## src/rtl/relu_stream_arbiter_pkg.sv

```systemverilog
// Shared types for the packet-locked round-robin stream arbiter feeding the ReLU stage.
package relu_arb_pkg;

  typedef enum logic {
    IDLE = 1'b0,
    LOCK = 1'b1
  } arb_state_t;

  typedef struct packed {
    logic sop;
    logic eop;
    logic sof;
    logic eof;
  } beat_flags_t;

  // Channel-index width that stays at least 1 bit for tiny N.
  function automatic int unsigned ch_width(input int unsigned n);
    return (n <= 2) ? 1 : $clog2(n);
  endfunction

endpackage

```

## src/rtl/relu_stream_arbiter_rr_pick.sv

```systemverilog
// Combinational round-robin picker: first request at or after ptr_i, wrapping.
module rr_pick
  import relu_arb_pkg::*;
#(
  parameter int unsigned N_CH = 4,
  parameter int unsigned CH_W = ch_width(N_CH)
) (
  input  logic [N_CH-1:0] req_i,
  input  logic [CH_W-1:0] ptr_i,
  output logic [N_CH-1:0] gnt_o,
  output logic [CH_W-1:0] idx_o,
  output logic            any_o
);

  logic [CH_W:0]   sum;
  logic [CH_W-1:0] j;

  always_comb begin
    gnt_o = '0;
    idx_o = '0;
    any_o = 1'b0;
    sum   = '0;
    j     = '0;
    for (int unsigned i = 0; i < N_CH; i++) begin
      sum = {1'b0, ptr_i} + (CH_W+1)'(i);
      if (sum >= (CH_W+1)'(N_CH)) sum = sum - (CH_W+1)'(N_CH);
      j = sum[CH_W-1:0];
      if (!any_o && req_i[j]) begin
        any_o    = 1'b1;
        gnt_o[j] = 1'b1;
        idx_o    = j;
      end
    end
  end

endmodule

```

## src/rtl/relu_stream_arbiter.sv

```systemverilog
// Packet-locked round-robin arbiter sharing one requantise/ReLU stage among N_CH streams.
// Optional mid-packet stall watchdog enabled by defining RELU_ARB_WDOG_EN.
module relu_stream_arbiter
  import relu_arb_pkg::*;
#(
  parameter  int unsigned N_CH        = 4,
  parameter  int unsigned DATA_WIDTH  = 32,
  parameter  int unsigned WDOG_CYCLES = 1024,
  localparam int unsigned CH_W        = ch_width(N_CH)
) (
  input  logic                       clk,
  input  logic                       reset_n,
  input  logic [N_CH*DATA_WIDTH-1:0] data_i,
  input  logic [N_CH-1:0]            valid_i,
  input  logic [N_CH-1:0]            sop_i,
  input  logic [N_CH-1:0]            eop_i,
  input  logic [N_CH-1:0]            sof_i,
  input  logic [N_CH-1:0]            eof_i,
  output logic [N_CH-1:0]            ready_o,
  output logic [DATA_WIDTH-1:0]      data_o,
  output logic                       valid_o,
  output logic                       sop_o,
  output logic                       eop_o,
  output logic                       sof_o,
  output logic                       eof_o,
  output logic [CH_W-1:0]            ch_o,
  output logic                       busy_o,
  output logic                       proto_err_o,
  output logic                       timeout_o
);

  typedef struct packed {
    logic [DATA_WIDTH-1:0] data;
    beat_flags_t           f;
  } beat_t;

  function automatic logic [CH_W-1:0] inc_ch(input logic [CH_W-1:0] x);
    return (x == CH_W'(N_CH-1)) ? '0 : x + 1'b1;
  endfunction

  arb_state_t      state_q, state_d;
  logic [CH_W-1:0] owner_q, owner_d;
  logic [CH_W-1:0] ptr_q, ptr_d;
  beat_t           out_q, out_d;
  logic            valid_q, valid_d;
  logic [CH_W-1:0] ch_q, ch_d;
  logic            perr_q, perr_d;
  logic [N_CH-1:0] ready;

  beat_t           in_beat [N_CH];
  logic [N_CH-1:0] pick_gnt;
  logic [CH_W-1:0] pick_idx;
  logic            pick_any;

`ifdef RELU_ARB_WDOG_EN
  localparam int unsigned WDOG_W = $clog2(WDOG_CYCLES + 1);
  logic [WDOG_W-1:0] wcnt_q, wcnt_d;
  logic              tmo_q, tmo_d;
`endif

  always_comb begin
    for (int unsigned k = 0; k < N_CH; k++) begin
      in_beat[k].data  = data_i[k*DATA_WIDTH +: DATA_WIDTH];
      in_beat[k].f.sop = sop_i[k];
      in_beat[k].f.eop = eop_i[k];
      in_beat[k].f.sof = sof_i[k];
      in_beat[k].f.eof = eof_i[k];
    end
  end

  rr_pick #(
    .N_CH (N_CH),
    .CH_W (CH_W)
  ) u_pick (
    .req_i (valid_i & sop_i),
    .ptr_i (ptr_q),
    .gnt_o (pick_gnt),
    .idx_o (pick_idx),
    .any_o (pick_any)
  );

  always_comb begin
    state_d = state_q;
    owner_d = owner_q;
    ptr_d   = ptr_q;
    out_d   = '0;
    valid_d = 1'b0;
    ch_d    = '0;
    perr_d  = perr_q;
    ready   = '0;
`ifdef RELU_ARB_WDOG_EN
    wcnt_d  = '0;
    tmo_d   = 1'b0;
`endif
    case (state_q)
      IDLE: begin
        if (pick_any) begin
          ready   = pick_gnt;
          valid_d = 1'b1;
          out_d   = in_beat[pick_idx];
          ch_d    = pick_idx;
          if (in_beat[pick_idx].f.eop) begin
            ptr_d = inc_ch(pick_idx);
          end else begin
            state_d = LOCK;
            owner_d = pick_idx;
          end
        end else begin
          // No sop anywhere: every pending beat is an orphan and gets drained.
          ready = valid_i;
          if (|valid_i) perr_d = 1'b1;
        end
      end
      LOCK: begin
        ready[owner_q] = 1'b1;
        if (valid_i[owner_q]) begin
          valid_d = 1'b1;
          out_d   = in_beat[owner_q];
          ch_d    = owner_q;
          if (in_beat[owner_q].f.sop) perr_d = 1'b1;
          if (in_beat[owner_q].f.eop) begin
            state_d = IDLE;
            ptr_d   = inc_ch(owner_q);
          end
`ifdef RELU_ARB_WDOG_EN
        end else if (wcnt_q == WDOG_W'(WDOG_CYCLES - 1)) begin
          // This stall brings the count to WDOG_CYCLES: close the packet with a forced eop.
          valid_d     = 1'b1;
          out_d.f.eop = 1'b1;
          ch_d        = owner_q;
          tmo_d       = 1'b1;
          state_d     = IDLE;
          ptr_d       = inc_ch(owner_q);
        end else begin
          wcnt_d = wcnt_q + 1'b1;
`endif
        end
      end
      default: state_d = IDLE;
    endcase
  end

  always_ff @(posedge clk or negedge reset_n) begin
    if (!reset_n) begin
      state_q <= IDLE;
      owner_q <= '0;
      ptr_q   <= '0;
      out_q   <= '0;
      valid_q <= 1'b0;
      ch_q    <= '0;
      perr_q  <= 1'b0;
    end else begin
      state_q <= state_d;
      owner_q <= owner_d;
      ptr_q   <= ptr_d;
      out_q   <= out_d;
      valid_q <= valid_d;
      ch_q    <= ch_d;
      perr_q  <= perr_d;
    end
  end

`ifdef RELU_ARB_WDOG_EN
  always_ff @(posedge clk or negedge reset_n) begin
    if (!reset_n) begin
      wcnt_q <= '0;
      tmo_q  <= 1'b0;
    end else begin
      wcnt_q <= wcnt_d;
      tmo_q  <= tmo_d;
    end
  end
  assign timeout_o = tmo_q;
`else
  assign timeout_o = 1'b0;
`endif

  // Nothing is accepted while reset is held, even if the fabric presents beats.
  assign ready_o     = reset_n ? ready : '0;
  assign data_o      = out_q.data;
  assign valid_o     = valid_q;
  assign sop_o       = out_q.f.sop;
  assign eop_o       = out_q.f.eop;
  assign sof_o       = out_q.f.sof;
  assign eof_o       = out_q.f.eof;
  assign ch_o        = ch_q;
  assign busy_o      = (state_q == LOCK);
  assign proto_err_o = perr_q;

endmodule

```

## config.mk

```make
export PLATFORM = sky130hd
export DESIGN_NAME = relu_stream_arbiter
export DESIGN_NICKNAME = d
export VERILOG_FILES = /design/src/rtl/relu_stream_arbiter_pkg.sv /design/src/rtl/relu_stream_arbiter_rr_pick.sv /design/src/rtl/relu_stream_arbiter.sv
export SDC_FILE = /design/constraint.sdc
export NUM_CORES = 1
export LEC_CHECK = 0
export CAP_MARGIN = 20
export CORE_MARGIN = 2
export CORE_UTILIZATION = 45
export CTS_CLUSTER_DIAMETER = 60
export DETAILED_ROUTE_END_ITERATION = 8
export PLACE_DENSITY = 0.9
export RECOVER_POWER = 100
export SYNTH_ARGS = -nofsm -noshare
export SYNTH_HDL_FRONTEND = slang
export SYNTH_SLANG_ARGS = --single-unit
```

## constraint.sdc

```tcl
create_clock -name clk -period 7.9 [get_ports clk]
set_clock_uncertainty 0.2 [all_clocks]
set_input_delay 1.58 -clock clk [delete_from_list [all_inputs] [get_ports clk]]
set_output_delay 1.58 -clock clk [all_outputs]
set_load 0.03 [all_outputs]
```

==> results of run 1 <==
## stage by stage
| step | hold slack (ns) | setup WS (ns) | total power (µW) |
|---|---|---|---|
| finish | 0.266 | 1.54 | 2210 |
| global route | 0.313 | 1.39 | 2360 |
| CTS | 0.280 | 1.79 | 2270 |
| detailed placement | 0.260 | 1.79 | 2120 |
| global placement | 0.257 | 1.85 | 2090 |
| floorplan | 0.449 | 2.89 | 1640 |
## cell type report
class | count | area, µm²
Multi-Input combinational cell | 284 | 2730
Fill cell | 690 | 2690
Timing Repair Buffer | 200 | 1980
Sequential cell | 45 | 1130
Tap cell | 108 | 135
Clock buffer | 7 | 76.3
Inverter | 5 | 18.8
Clock inverter | 1 | 7.51
## critical path, cell delays in order
cell and delay, ns:
dlygate4sd3_1 0.59, and2_0 0.33, mux4_2 0.56, o211a_2 0.20, a221o_1 0.30, a221oi_1 0.26
nor2_1 0.06, dlygate4sd3_1 0.69
## path summary, 6_finish.rpt
check | endpoint | slack (ns) | cells past startpoint
max | ready_o[2] | 1.54 | 8
min | proto_err_o$_DFFE_PN0P_ | 0.27 | 2
max reg2reg | data_o[22]$_DFF_PN0_ | 2.64 | 9
min reg2reg | proto_err_o$_DFFE_PN0P_ | 0.27 | 2
max in group asynchronous | owner_q[0]$_DFFE_PN0P_ | 5.88 | 2
min in group asynchronous | data_o[27]$_DFF_PN0_ | 1.17 | 2
## placed cells by master, fill, tap and decap left out, drive strengths merged, types with 3 or more instances in the layout
| master | count |
|---|---|
| ha | 12 |
| a221o | 5 |
| o221ai | 39 |
| mux2i | 72 |
| nor3 | 8 |
| and2 | 6 |
| dlygate4sd3 | 46 |
| dfrtp | 45 |
| mux2 | 3 |
| a221oi | 4 |
| nand2 | 49 |
| buf | 5 |
| inv | 5 |
| clkdlybuf4s50 | 147 |
| o21ai | 3 |
| or2 | 3 |
| a21oi | 5 |
| clkbuf | 9 |
| mux4 | 37 |
| nor2 | 12 |
## flip-flops by register name (all words and copies together) (netlist names)
register,cells
sop_o,1
proto_err_o,1
eof_o,1
eop_o,1
owner_q,2
sof_o,1
busy_o,1
ptr_q,2
data_o,32
ch_o,2
valid_o,1
## power breakdown
part	leakage [µW]	switching [µW]	total, µW	internal [µW]
logic	0.00196	840	1620	782
clock network	0.0000385	81.1	144	62.8
registers	0.000559	110	445	335
total	0.00256	1030	2210	1180
## routing by layer
layer	vias up	track usage [%]	part of all wire (%)
met5	-	0	0
met4	0	9.69	2.8
met3	30	6.75	7.6
met2	175	48.0	53
met1	1970	30.4	37
li1	1815	-	-
## kinds of logic after synthesis
family,Yosys count,share of synthesized area (%)
AOI/OAI and AO/OA,66,14.5
muxes,112,39.0
and+or+nand+nor,93,10.6
other,1,0.0918
adders and majority gates,12,3.68
DFF,45,27.6
buffers and inverters,38,4.63
==> results.md, run 1 <==
- CTS Buf Count: 5
- Skew-Pair Late Insertion Delay: 0.29 ns
- RSZ-0062 raised after global routing: false
- Largest net degree at the start of global routing: 71
- HP Class: register to register
- Register clock-pin slew on the reported worst setup and hold paths: 0.08 ns
- Top-count cell post-synth: mux2i_1
- Initial Util: 46.6%
- Total Wirelength: 13.2 mm
- Antenna cells: 0
- Ys flop type: dfrtp_1
- Failing checks: max-capacitance violations, max-slew violations
- Hold_sp: proto_err_o$_DFFE_PN0P_
- H-tree levels: 2
- Worst EP required: 6.12 ns
- Area share of the largest cell type after synthesis: 27.6%
- PwrDens: 364 nW/µm²
- Vias in the first global route: 4,138
- Cts hold-fix bufs: 0
- Minimum clock period: 6.36 ns
- CTS root buf: clkbuf_8
- Final hold vios: 0
- Post-CTS Setup Bufs: 0
- Cell Area, Synth: 4080 µm²
- Synth Net Count: 529
- Number of flops mapped to enable cells by yosys: 0
- Worst r2r src: ptr_q[0]$_DFFE_PN0P_
- Residual DRC: 0
- Arr. time, crit path: 4.58 ns
- Slew margin rel.: -18.8%
- Share of layout cells above drive strength 1: 11.4%
- CP Launch Point: valid_i[0]
- Post-Layout Inst Area: 6080 µm²
- Cell row count: 34
- Critical path endpoint category: output port
- Final Setup Violations: 0
- Worst-Margin Slew: 1.78 ns
- Synth cell types: 48
- Initial antenna violation count: 0
- CP Launch Type: primary input
- Core ar.: 8760 µm²
- Antenna viol nets, final: 0
- GPL Wtd Cong: 0.959
- Run status: complete, but fails checks
- DR vias: 3,990
- Syn avg cell area: 11.1 µm²
- Overflow after GRT: 0
- Worst Path Class, Setup: primary input to output port
- Post-CTS sizing: 0
- Seq cells post-synth: 45
- Synth area leaders: dfrtp_1, mux4_2, mux2i_1, o221ai_1, nand2_1
- Setup TNS: 0 ns
- P_leak: 0.00256 µW
- Placed inst area: 6030 µm²
- Layout Utilization: 69.3%
- Post-Synthesis Cells: 367
- Drt wl/cell: 20.3 µm
- IO Pins: 196
- Final #Nets: 703
- Die area: 9850 µm²
- First-pass DRT Iterations: 4
- Worst vdd ir: 281 µV
- Synth area leader: dfrtp_1
- Die Width: 99.3 µm
- Ys async rst share: 100%
- Commonest cells in the netlist: mux2i_1, nand2_1, dfrtp_1
- Sequential share of the synthesized area: 27.6%
- Max-Cap Viols: 1
- Syn-to-layout area delta: 48.8%
- Slew Limit Fails: 56
- Final Cycle Share: 80.5%
- First-pass GRT wire length: 20.9 mm
- # port buffers: 194
- CTS sink cnt: 45
- Critical path peak fanout: 9
- Aggregate global-route resource usage: 26.6%
- CTS tree: done
- Placed cells: 641
- DR vias/cell: 6.14
- Iter 0 DRT Violations: 204
- Synth warnings: 0
- CTS Buffer Depth: 2
- Max Clk Rate: 157 MHz
- Post-DP HPWL: 10.2 mm
- Die height: 99.3 µm
- Final Non-Filler Cells: 650
Power figures use the tool's default switching activity.
==> run 2, diff against run 1 <==
--- a/config.mk
+++ b/config.mk
@@ -7,10 +7,10 @@
 export LEC_CHECK = 0
 export CAP_MARGIN = 20
 export CORE_MARGIN = 2
-export CORE_UTILIZATION = 45
+export CORE_UTILIZATION = 42
 export CTS_CLUSTER_DIAMETER = 60
 export DETAILED_ROUTE_END_ITERATION = 8
-export PLACE_DENSITY = 0.9
+export PLACE_DENSITY = 0.85
 export RECOVER_POWER = 100
 export SYNTH_ARGS = -nofsm -noshare
 export SYNTH_HDL_FRONTEND = slang
==> constraint.sdc (replaced) <==
create_clock -name clk -period 6 [get_ports clk]
set_clock_uncertainty 0.2 [all_clocks]
set_input_delay 1.2 -clock clk [delete_from_list [all_inputs] [get_ports clk]]
set_output_delay 1.2 -clock clk [all_outputs]
set_load 0.03 [all_outputs]
==> run 2 against run 1 <==
The run still ends with max-capacitance violations, max-slew violations left; non-clock buffer count is 1 higher; flip-flop and latch count stayed put; first-iteration DRC count is 17% lower; die area is 6.9% higher; power increased by 32%; critical path type unchanged; critical endpoint is now ready_o[1]; highest routed layer unchanged.
==> results.md, run 2 (synthesized netlist as in run 1, its figures left out) <==
- Die Width: 103 µm (was 99.3 µm)
- CP Launch Type: primary input (unchanged)
- Core ar.: 9330 µm² (was 8760 µm²)
- CTS root buf: clkbuf_8 (unchanged)
- CTS Buffer Depth: 2 (unchanged)
- Vias in the first global route: 4,156 (was 4,138)
- Worst EP required: 4.60 ns (was 6.12 ns)
- IO Pins: 196 (unchanged)
- CTS tree: done (unchanged)
- Fillers: 758 (was 690)
- Die height: 103 µm (was 99.3 µm)
- H-tree levels: 2 (unchanged)
- Worst-Margin Slew: 1.79 ns (was 1.78 ns)
- Max-Cap Viols: 1 (unchanged)
- First-pass GRT wire length: 20.9 mm (about the same)
- Initial antenna violation count: 0 (unchanged)
- Antenna cells: 0 (unchanged)
- Max Clk Rate: 179 MHz
- Slew margin rel.: -19.5% (was -18.8%)
- Largest net degree at the start of global routing: 45 (was 71)
- Residual DRC: 0 (unchanged)
- Crit path top cell by count: dlygate4sd3_1 (unchanged)
- Layout Utilization: 65.4% (was 69.3%)
- DR vias/cell: 5.97 (was 6.14)
- Most frequent cells in the layout: clkdlybuf4s50_1, mux2i_1, nand2_1, dlygate4sd3_1, dfrtp_1 (unchanged)
- Worst vdd ir: 295 µV (was 281 µV)
- Post-CTS Setup Bufs: 0 (unchanged)
- Final Setup Violations: 0 (unchanged)
- Worst hold slack: 0.290 ns (was 0.266 ns)
- Number of flip-flops in the largest register: 32 (unchanged)
- Arr. time, crit path: 4.20 ns (was 4.58 ns)
- Share of layout cells above drive strength 1: 11.4% (about the same)
- Syn-to-layout area delta: 49.4% (was 48.8%)
- CTS Buf Count: 5 (unchanged)
- CTS sink cnt: 45 (unchanged)
- Failing checks: max-capacitance violations, max-slew violations (unchanged)
- Placed cells: 664 (was 641)
- Register clock-pin slew on the reported worst setup and hold paths: 0.08 ns (about the same)
- Initial Util: 43.8% (was 46.6%)
- Skew-Pair Late Insertion Delay: 0.29 ns (about the same)
- Run status: complete, but fails checks (unchanged)
- Final Non-Filler Cells: 672 (was 650)
- Total Wirelength: 13.6 mm (was 13.2 mm)
- Slew Limit Fails: 33 (was 56)
- Worst-path cell chain: dlygate4sd3_1 -> and2_0 -> mux4_2 -> nor3_1 -> a221oi_1 -> nor2_1 -> dlygate4sd3_1 (was dlygate4sd3_1 -> and2_0 -> mux4_2 -> o211a_2 -> a221o_1 -> a221oi_1 -> nor2_1 -> dlygate4sd3_1)
- Final Cycle Share: 93.3%
- Post-DP HPWL: 10.5 mm (was 10.2 mm)
- # port buffers: 194 (unchanged)
- HP Class: register to register (unchanged)
- Final hold vios: 0 (unchanged)
- GPL Wtd Cong: 0.959 (about the same)
- Most common cell after layout, fill and taps aside: clkdlybuf4s50_1 (unchanged)
- Cell row count: 35 (was 34)
- Drt wl/cell: 20.2 µm (was 20.3 µm)
- Iter 0 DRT Violations: 170 (was 204)
- PwrDens: 477 nW/µm² (was 364 nW/µm²)
- Critical path endpoint category: output port (unchanged)
- Pwr Total: 2910 µW (was 2210 µW)
- First-pass DRT Iterations: 4 (unchanged)
- P_leak: 0.00256 µW (about the same)
- Setup TNS: 0 ns (unchanged)
- Final #Nets: 704 (was 703)
- Cts hold-fix bufs: 0 (unchanged)
- RSZ-0062 raised after global routing: false (unchanged)
- Die area: 10,500 µm² (was 9850 µm²)
- Crit-path max cell delay: 0.75 ns (was 0.69 ns)
- Overflow after GRT: 0 (unchanged)
- Post-CTS sizing: 0 (unchanged)
- Critical path peak fanout: 9 (unchanged)
- Crit-path slowest cell: dlygate4sd3_1 (unchanged)
- Worst Path Class, Setup: primary input to output port (unchanged)
- DR vias: 4,009 (was 3,990)
- Antenna viol nets, final: 0 (unchanged)
- Aggregate global-route resource usage: 25.7% (was 26.6%)
- Minimum clock period: 5.60 ns
==> run 2: changes by cell type in the layout (fill, tap and decap cells not counted), sizes merged <==
cell      previous run  this run
buf                  5         3
clkbuf               9        11
clkinv               0         2
clkinvlp             1         0
==> run 2: final timing paths <==
path	cells after the start	start	to	slack, ns
setup / recovery	7	valid_i[0]	ready_o[1]	0.40
hold / removal	2	proto_err_o$_DFFE_PN0P_	proto_err_o$_DFFE_PN0P_	0.29
setup reg to reg	9	ptr_q[0]$_DFFE_PN0P_	data_o[0]$_DFF_PN0_	1.14
hold reg to reg	2	proto_err_o$_DFFE_PN0P_	proto_err_o$_DFFE_PN0P_	0.29
max in group asynchronous	2	reset_n	eof_o$_DFF_PN0_	2.56
min in group asynchronous	1	reset_n	data_o[5]$_DFF_PN0_	0.86
==> run 2: final cells by class <==
cell class / instances / area [µm²] / share of cell area (%)
timing repair buffer: 201 / 1970 / 32.4
clock inverter: 2 / 10.0 / 0.164
sequential: 45 / 1130 / 18.5
inverter: 5 / 18.8 / 0.308
clock buffer: 6 / 72.6 / 1.19
tap: 129 / 161 / 2.65
multi-input combinational: 284 / 2740 / 44.8
==> run 2: power by group <==
part / switching, µW / total (µW) / internal (µW) / leakage, µW
Clock: 104 / 185 / 81.0 / 0.0000450
Combinational: 1120 / 2130 / 1010 / 0.00196
Sequential: 155 / 595 / 441 / 0.000559
==> run 2: per-stage QoR <==
| step | setup slack (ns) | instance area [µm²] |
|---|---|---|
| 2_1_floorplan | 1.75 | 4080 |
| 3_3_place_gp | 0.730 | 6070 |
| 3_5_place_dp | 0.611 | 6070 |
| 4_1_cts | 0.606 | 6150 |
| 5_1_grt | 0.230 | 6100 |
| 6_report | 0.399 | 6100 |
==> run 2: worst max-delay path, delay by kind of cell <==
family	cells	cell delay, ns
buffers and inverters	2	1.35
AND/OR/NAND/NOR	3	0.91
multiplexers	1	0.56
AO/OA/AOI/OAI	1	0.18
==> run 2: routing by layer <==
metal | up-vias | routed length, µm | GRT usage, %
met3 | 24 | 1010 | 5.49
li1 | 1824 | - | -
met4 | 0 | 320 | 9.85
met5 | - | 0 | 0
met2 | 183 | 7370 | 47.9
met1 | 1978 | 4880 | 28.6
